==> src/rtl/bip_pkg.sv <==
// rtl/bip_pkg.sv - shared BIP constants, opcode values and debug-unit state type
package bip_pkg;

    localparam int OPC_W  = 5;
    localparam int OPD_W  = 11;
    localparam int DATA_W = 16;

    localparam logic [OPC_W-1:0] OPC_HLT = 5'b00000;

    localparam int FRAME_BYTES = 6;

    typedef enum logic [2:0] {
        ST_IDLE,
        ST_CLR,
        ST_RUN,
        ST_SEND,
        ST_DONE
    } dbg_state_t;

endpackage

==> src/rtl/bip_debug_unit_if.sv <==
// rtl/bip_debug_unit_if.sv - report byte stream handshake towards the UART transmitter
interface bip_debug_unit_if;

    logic [7:0] TX_DATA;
    logic       TX_VALID;
    logic       TX_READY;

    modport master (
        output TX_DATA,
        output TX_VALID,
        input  TX_READY
    );

    modport slave (
        input  TX_DATA,
        input  TX_VALID,
        output TX_READY
    );

endinterface

==> src/rtl/bip_debug_unit_frame_tx.sv <==
// rtl/bip_debug_unit_frame_tx.sv - MSB-first byte serializer for the halt report frame
module debug_frame_tx #(
    parameter int NBYTES = 6
) (
    input  logic                clk,
    input  logic                rst,
    input  logic                load,
    input  logic [NBYTES*8-1:0] snapshot,
    output logic [7:0]          tx_data,
    output logic                tx_valid,
    input  logic                tx_ready,
    output logic                last
);

    localparam int IDX_W = $clog2(NBYTES);
    localparam logic [IDX_W-1:0] IDX_LAST = IDX_W'(NBYTES - 1);

    // snapshot is held stable by the caller for the whole frame, so it is read in place
    logic [IDX_W-1:0] idx_q;
    logic             valid_q;
    logic [7:0]       cur_byte;

    // select the byte under the index, first byte being the most significant
    always_comb begin
        cur_byte = snapshot[8*(NBYTES - 1 - int'(idx_q)) +: 8];
    end

    // index/valid register: start on load, advance only on an accepted byte
    always_ff @(posedge clk) begin
        if (rst) begin
            valid_q <= 1'b0;
            idx_q   <= '0;
        end else if (load) begin
            valid_q <= 1'b1;
            idx_q   <= '0;
        end else if (valid_q && tx_ready) begin
            if (idx_q == IDX_LAST) begin
                valid_q <= 1'b0;
            end else begin
                idx_q <= idx_q + 1'b1;
            end
        end
    end

    // outputs decoded from registered state; data reads zero while idle
    always_comb begin
        tx_valid = valid_q;
        tx_data  = valid_q ? cur_byte : 8'h00;
        last     = valid_q && tx_ready && (idx_q == IDX_LAST);
    end

endmodule

==> src/rtl/bip_debug_unit.sv <==
// rtl/bip_debug_unit.sv - BIP run control, HLT snapshot and report frame sender
module bip_debug_unit #(
    parameter int FRAME_BYTES = bip_pkg::FRAME_BYTES
) (
    input  logic                   CLK,
    input  logic                   RESET,
    input  logic                   START,
    input  logic [15:0]            INSTRUCTION,
    input  logic [10:0]            ADDR_PM,
    input  logic [15:0]            ACC,
    output logic                   CPU_EN,
    output logic                   CPU_RESET,
    output logic                   DONE,
    bip_debug_unit_if.master       tx
);

    import bip_pkg::*;

    localparam int SNAP_W = FRAME_BYTES * 8;

    dbg_state_t        state_q;
    dbg_state_t        state_n;
    logic [15:0]       cnt_q;
    logic [15:0]       cnt_inc;
    logic [OPD_W-1:0]  pc_q;
    logic [DATA_W-1:0] acc_q;
    logic [15:0]       cyc_q;
    logic              hlt;
    logic              frame_last;
    logic [SNAP_W-1:0] snapshot;
    logic              unused_operand;

    // the operand field plays no part in run control
    assign unused_operand = ^INSTRUCTION[DATA_W-OPC_W-1:0];

    // HLT only counts while the CPU is actually running
    always_comb begin
        hlt     = (state_q == ST_RUN) && (INSTRUCTION[DATA_W-1 -: OPC_W] == OPC_HLT);
        cnt_inc = (cnt_q == 16'hFFFF) ? cnt_q : cnt_q + 16'd1;
    end

    // state register
    always_ff @(posedge CLK) begin
        if (RESET) begin
            state_q <= ST_IDLE;
        end else begin
            state_q <= state_n;
        end
    end

    // next state and CPU control decode
    always_comb begin
        state_n   = state_q;
        CPU_EN    = 1'b0;
        CPU_RESET = 1'b0;
        DONE      = 1'b0;
        case (state_q)
            ST_IDLE: begin
                CPU_RESET = 1'b1;
                if (START) state_n = ST_CLR;
            end
            ST_CLR: begin
                CPU_RESET = 1'b1;
                state_n   = ST_RUN;
            end
            ST_RUN: begin
                CPU_EN = 1'b1;
                if (hlt) state_n = ST_SEND;
            end
            ST_SEND: begin
                if (frame_last) state_n = ST_DONE;
            end
            ST_DONE: begin
                DONE = 1'b1;
                if (START) state_n = ST_CLR;
            end
            default: state_n = ST_IDLE;
        endcase
    end

    // cycle counter and halt snapshot; the count captured includes the HLT cycle
    always_ff @(posedge CLK) begin
        if (RESET) begin
            cnt_q <= '0;
            pc_q  <= '0;
            acc_q <= '0;
            cyc_q <= '0;
        end else if (state_q == ST_CLR) begin
            cnt_q <= '0;
            pc_q  <= '0;
            acc_q <= '0;
            cyc_q <= '0;
        end else if (state_q == ST_RUN) begin
            cnt_q <= cnt_inc;
            if (hlt) begin
                pc_q  <= ADDR_PM;
                acc_q <= ACC;
                cyc_q <= cnt_inc;
            end
        end
    end

    assign snapshot = SNAP_W'({5'b00000, pc_q, acc_q, cyc_q});

    // serializer starts on the HLT edge so byte 1 is valid in the first frozen cycle
    debug_frame_tx #(
        .NBYTES   (FRAME_BYTES)
    ) u_frame_tx (
        .clk      (CLK),
        .rst      (RESET),
        .load     (hlt),
        .snapshot (snapshot),
        .tx_data  (tx.TX_DATA),
        .tx_valid (tx.TX_VALID),
        .tx_ready (tx.TX_READY),
        .last     (frame_last)
    );

endmodule

==> src/flat_wrapper.sv <==
// flat-port wrapper written by rule: the top's interface ports become plain ports
module bip_debug_unit_flat import bip_pkg::*;
#(
    parameter int FRAME_BYTES = bip_pkg::FRAME_BYTES
)
  (CLK, RESET, START, INSTRUCTION, ADDR_PM, ACC, CPU_EN, CPU_RESET, DONE, tx_TX_DATA, tx_TX_VALID, tx_TX_READY);
  bip_debug_unit_if tx_i ();
  input  logic CLK;
  input  logic RESET;
  input  logic START;
  input  logic [15:0] INSTRUCTION;
  input  logic [10:0] ADDR_PM;
  input  logic [15:0] ACC;
  output logic CPU_EN;
  output logic CPU_RESET;
  output logic DONE;
  output wire logic [$bits(tx_i.TX_DATA)-1:0] tx_TX_DATA;
  output wire logic [$bits(tx_i.TX_VALID)-1:0] tx_TX_VALID;
  input wire logic [$bits(tx_i.TX_READY)-1:0] tx_TX_READY;
  assign tx_TX_DATA = tx_i.TX_DATA;
  assign tx_TX_VALID = tx_i.TX_VALID;
  assign tx_i.TX_READY = tx_TX_READY;
  bip_debug_unit #(.FRAME_BYTES(FRAME_BYTES)) u_core (.CLK(CLK), .RESET(RESET), .START(START), .INSTRUCTION(INSTRUCTION), .ADDR_PM(ADDR_PM), .ACC(ACC), .CPU_EN(CPU_EN), .CPU_RESET(CPU_RESET), .DONE(DONE), .tx(tx_i));
endmodule
==> config.mk <==
export PLATFORM = sky130hd
export DESIGN_NAME = bip_debug_unit_flat
export DESIGN_NICKNAME = d
export VERILOG_FILES = /design/src/rtl/bip_pkg.sv /design/src/rtl/bip_debug_unit_if.sv /design/src/rtl/bip_debug_unit_frame_tx.sv /design/src/rtl/bip_debug_unit.sv /design/src/flat_wrapper.sv
export SDC_FILE = /design/constraint.sdc
export NUM_CORES = 1
export LEC_CHECK = 0
export ABC_CLOCK_PERIOD_IN_PS = 3300
export CAP_MARGIN = 0
export CORE_AREA = 2 2 82 84
export CTS_CLUSTER_SIZE = 16
export DETAILED_ROUTE_END_ITERATION = 6
export DIE_AREA = 0 0 84 86
export PLACE_DENSITY = 0.79
export RECOVER_POWER = 100
export SLEW_MARGIN = 10
export SYNTH_ARGS = -nofsm -noshare
export SYNTH_HDL_FRONTEND = slang
export SYNTH_SLANG_ARGS = --single-unit
export TNS_END_PERCENT = 50
==> constraint.sdc <==
create_clock -name CLK -period 3.3 [get_ports CLK]
set_clock_uncertainty 0.1 [all_clocks]
set_input_delay 0.99 -clock CLK [delete_from_list [all_inputs] [get_ports CLK]]
set_output_delay 0.99 -clock CLK [all_outputs]
set_load 0.005 [all_outputs]
== Word level (Yosys, flattened, before mapping) ==
Cells that the tools add are included.
Operators by class
  eq/ne operators: 9
  reduce and logical (&&, ||, !) cells: 15
  shift-type cells: 1
  bitwise operators: 1
  multiplexer cells: 12
  add/subtract/negate cells: 3
Operators with widths (count)
  48-bit by 32-bit variable part select with 8-bit output: 1
  16-bit by 1-bit adder with 16-bit output, second input constant: 1
  16-bit == test, second input constant: 1
  16-bit 2-to-1 mux: 1
  3-bit case mux with 4 select lines: 1
  3-bit 2-to-1 mux: 3
  8-bit 2-to-1 mux: 1
  2-bit OR reduction: 4
  3-bit by 2-bit == test with 1-bit output, second input constant: 2
  3-bit == test, second input constant: 2
  1-bit 2-to-1 mux: 6
  2-bit by 1-bit != test with 1-bit output, second input constant: 3
  2-bit AND reduction: 3
  5-bit zero test: 1
  2-bit nonzero test: 2
  3-bit by 3-bit subtractor with 4-bit output, first input constant: 1
  3-bit by 1-bit adder with 3-bit output, second input constant: 1
  3-bit by 1-bit == test with 1-bit output, second input constant: 1
  1-bit logical AND: 3
  3-bit zero test: 1
  3-bit AND reduction: 1
  1-bit NOT: 1
Storage, ports and cells
  word-level logic and storage cells: 48
  output and inout bits: 12
  flip-flop bits (word level): 66

== Longest topological paths before layout ==
  depth in word-level cells: 4
  depth in mapped cells: 8

== By module ==
Synthesis repeated with hierarchy kept, for this count alone.
Second synthesis, totals
  cells, all modules: 403
  area, all modules: 3350.7 µm²
Modules (own cells, without submodules)
  bip_debug_unit: area each 2645.0 µm², times used 1, sequential area each 1241.2 µm², cells an instance 328
  debug_frame_tx: area each 705.7 µm², times used 1, sequential area each 80.1 µm², cells an instance 75

== Least setup slack after synthesis ==
Ideal clock, no wire load.
  path kind: register to output
  from: register u_core.u_frame_tx.idx_q[1]
  to: output tx_TX_DATA[3]
  arrival time: 1686 ps
  stages on the path, launching flop included: 7
  setup slack: 524 ps
  cell sequence: dfxtp_1 -> clkbuf_1 -> inv_1 -> ha_1 -> clkbuf_1 -> nand3_1 -> a21oi_1
On the way
  longest elaborated chain between the ends: 3
RTL lines
  start, declared: RTL line bip_debug_unit_frame_tx.sv:19  | logic [IDX_W-1:0] idx_q;
  start signal, assigned: RTL line bip_debug_unit_frame_tx.sv:40  | idx_q <= idx_q + 1'b1;
  3-bit by 3-bit subtractor with 4-bit output: RTL line bip_debug_unit_frame_tx.sv:25  | cur_byte = snapshot[8*(NBYTES - 1 - int'(idx_q)) +: 8];
  48-bit by 32-bit variable part select with 8-bit output: RTL line bip_debug_unit_frame_tx.sv:25
  8-bit 2-to-1 mux: RTL line bip_debug_unit_frame_tx.sv:48  | tx_data = valid_q ? cur_byte : 8'h00;
  end, declared: RTL line flat_wrapper.sv:17  | output wire logic [$bits(tx_i.TX_DATA)-1:0] tx_TX_DATA;
Every way passes these cells.

== Final worst setup path ==
  from: register u_core.u_frame_tx.idx_q[1]
  to: output tx_TX_DATA[0]
The elaborated chain is that of the path after synthesis.

==> qor.txt <==
Ports = 59
Ys async rst share = 0
CTS clock-pin slew for the worst setup and hold paths = 0.08 ns
Worst Min Path Start = u_core.pc_q[8]
Synth top area share = 0.400
Post-route ant nets = 0
Critical R2R Launch = u_core.cnt_q[0]
Synthesized Nets = 445
Cts hold-fix bufs = 0
Worst skew pair latency = 0.35 ns
Number of distinct library cells after synthesis = 50
Routed vias/inst = 5.71
Finish-stage setup viols = 0
Number of global-route vias before repair = 2809
Yosys reg bits = 66
Hold Path Class = reg -> reg
Remaining Overflow, GRT = 0
Initial detailed-routing violation count = 142
Initial antenna violation count = 0
Cell Chain, Critical Path = inv_2 > ha_4 > or3_1 > a21oi_1 > clkdlybuf4s50_1
Slew @ Worst Pin = 0.816 ns
Reg2reg path depth = 6
EDFF count, synth = 0
Design Area, Final = 3980 um^2
Post-placement cell area = 3820 um^2
Starting density of the core = 0.526
Synthesized instance count = 394
Layout area overhead = 20.5%
Fraction of layout cells with a size suffix above 1 = 0.103
Leak = 1.27 nW
Hold Path Cell Cnt = 2
Chip Height = 86 um
Most frequent cells in the layout = nand2_1 (76), dfxtp_1 (66), a21oi_1 (52)
Final setup margin = 0.107 ns
Max-slew headroom = 0.456
Pre-CTS setup slack = 0.304 ns
Synthesis Warnings = 0
Crit path kind = reg -> out
Max_cap viols = 0
Ant. Diodes = 0
Top_reg_cell synth = dfxtp_1
CP Max Fanout = 8
DP HPWL = 5270 um
Top cells by area, synth = dfxtp_1 (40%), nand2_1 (8.6%), a21oi_1 (7.9%)
Hold Violations, Final = 0
Pwr dens = 387 nW/um^2
Root buffer cell = clkbuf_8
CP required = 2.21 ns
Fmax = 313 MHz
TritonCTS clock tree = yes
Mapped Area = 3300 um^2
Setup_tns = 0 ns
Unrepaired setup endpoints after global routing = false
Nets = 483
Slowest CP cell = clkdlybuf4s50_1
Drt total wl = 7730 um
Post-synth top area cell = dfxtp_1
Via count = 2937
Highest cell delay on the worst timing path = 0.52 ns
Sequential area share after synthesis = 0.400
Core area = 6280 um^2
Final Max Slew Viols = 0
Synth Area per Inst = 8.37 um^2
FP Rows = 29
DRC = 0
Largest net degree at the start of global routing = 52
First-pass iteration count of the detailed router = 4
Final worst path period share = 0.968
Port Buffers = 47
Total CTS buffers = 9
Crit path capture type = primary output
Status = completed
Commonest non-fill, non-tap cell in the layout = nand2_1
GR Util All Layers = 0.223
Worst VDD drop = 0.338 mV
H-Tree Level Count = 3
Crit path DAT = 2.10 ns
Die area = 7220 um^2
Die width = 84 um
Setup Buffers After CTS = 0
Placer Congestion = 0.881
Minimum clock period = 3.19 ns
CP Launch Point = u_core.u_frame_tx.idx_q[1]
Drt wl/cell = 15.0 um
Clk sink count = 66
First-pass GRT wire length = 12700 um
CTS Buffer Depth = 2
Crit start category = flip-flop
-- synthesized netlist by cell type (5+ instances only) --
master,n
nor3_1,10
dfxtp_1,66
nand2b_1,7
xnor2_1,14
a21oi_1,52
nand4_1,7
a31oi_1,6
nor2_1,27
buf_2,11
clkbuf_1,12
nand2_1,76
xor2_1,5
mux4_2,8
mux2i_1,8
o21ai_0,15
nand3_1,17
-- power breakdown --
part / internal, W / switching, W
Sequential: 0.000803 / 0.00000997
Clock: 0.000273 / 0.000325
Combinational: 0.0000639 / 0.0000632
-- critical path, delay by kind of cell (launching register included) --
kind / cells / cell delay [ns]
and+or+nand+nor: 1 / 0.35
adders and majority gates: 1 / 0.28
AOI/OAI and AO/OA: 1 / 0.17
DFF: 1 / 0.34
buffers and inverters: 2 / 0.60
-- flip-flops by register name (all words and copies together), names as in the netlist --
name                        count
u_core.acc_q                   16
u_core.state_q                  3
u_core.u_frame_tx.idx_q         3
u_core.cyc_q                   16
u_core.u_frame_tx.tx_valid      1
u_core.cnt_q                   16
u_core.pc_q                    11
-- area by class of cell --
| type | count | area [um^2] |
|---|---|---|
| Multi-Input combinational cell | 296 | 1830 |
| Clock inverter | 6 | 43.8 |
| Fill cell | 537 | 2300 |
| Timing Repair Buffer | 55 | 542 |
| Tap cell | 77 | 96.3 |
| Sequential cell | 66 | 1320 |
| Inverter | 4 | 15.0 |
| Clock buffer | 10 | 128 |
-- cells by family (layout without fill, tap and decap cells) --
kind of cell | Yosys count | in the layout | share of synthesized area
AO/OA/AOI/OAI | 87 | 87 | 0.148
XOR/XNOR | 19 | 19 | 0.0504
adder cells (fa/ha/maj) | 4 | 4 | 0.0152
buffers and inverters | 32 | 75 | 0.0455
flip-flops | 66 | 66 | 0.400
multiplexers | 16 | 16 | 0.0789
AND/OR/NAND/NOR | 170 | 170 | 0.262
-- layer usage --
| metal | vias up | track usage | wire length [um] |
|---|---|---|---|
| li1 | 1460 | - | - |
| met1 | 1376 | 0.262 | 3260 |
| met2 | 88 | 0.384 | 3780 |
| met3 | 13 | 0.0703 | 538 |
| met4 | 0 | 0.0836 | 152 |
| met5 | - | 0 | 0 |
-- worst paths after layout --
path | slack, ns | endpoint
max reg2reg | 0.97 | u_core.cyc_q[5]
max | 0.11 | tx_TX_DATA[0]
min | 0.36 | u_core.pc_q[8]
min reg2reg | 0.36 | u_core.pc_q[8]
-- stage by stage --
stage	hold slack [ns]	util	power [W]	instances
3_3_place_gp	0.340	0.608	0.000965	498
4_1_cts	0.356	0.636	0.00156	514
6_report	0.358	0.633	0.00154	514
2_1_floorplan	0.329	-	0.000897	394
5_1_grt	0.380	0.633	0.00160	514
3_5_place_dp	0.346	0.608	0.000967	498
-- repair_timing --
item	4_1_cts	5_1_grt
gates resized for setup	2	2
endpoints found under the setup margin	5	8
pin swaps	0	0
No activity file was read; power rests on OpenSTA's default activity.
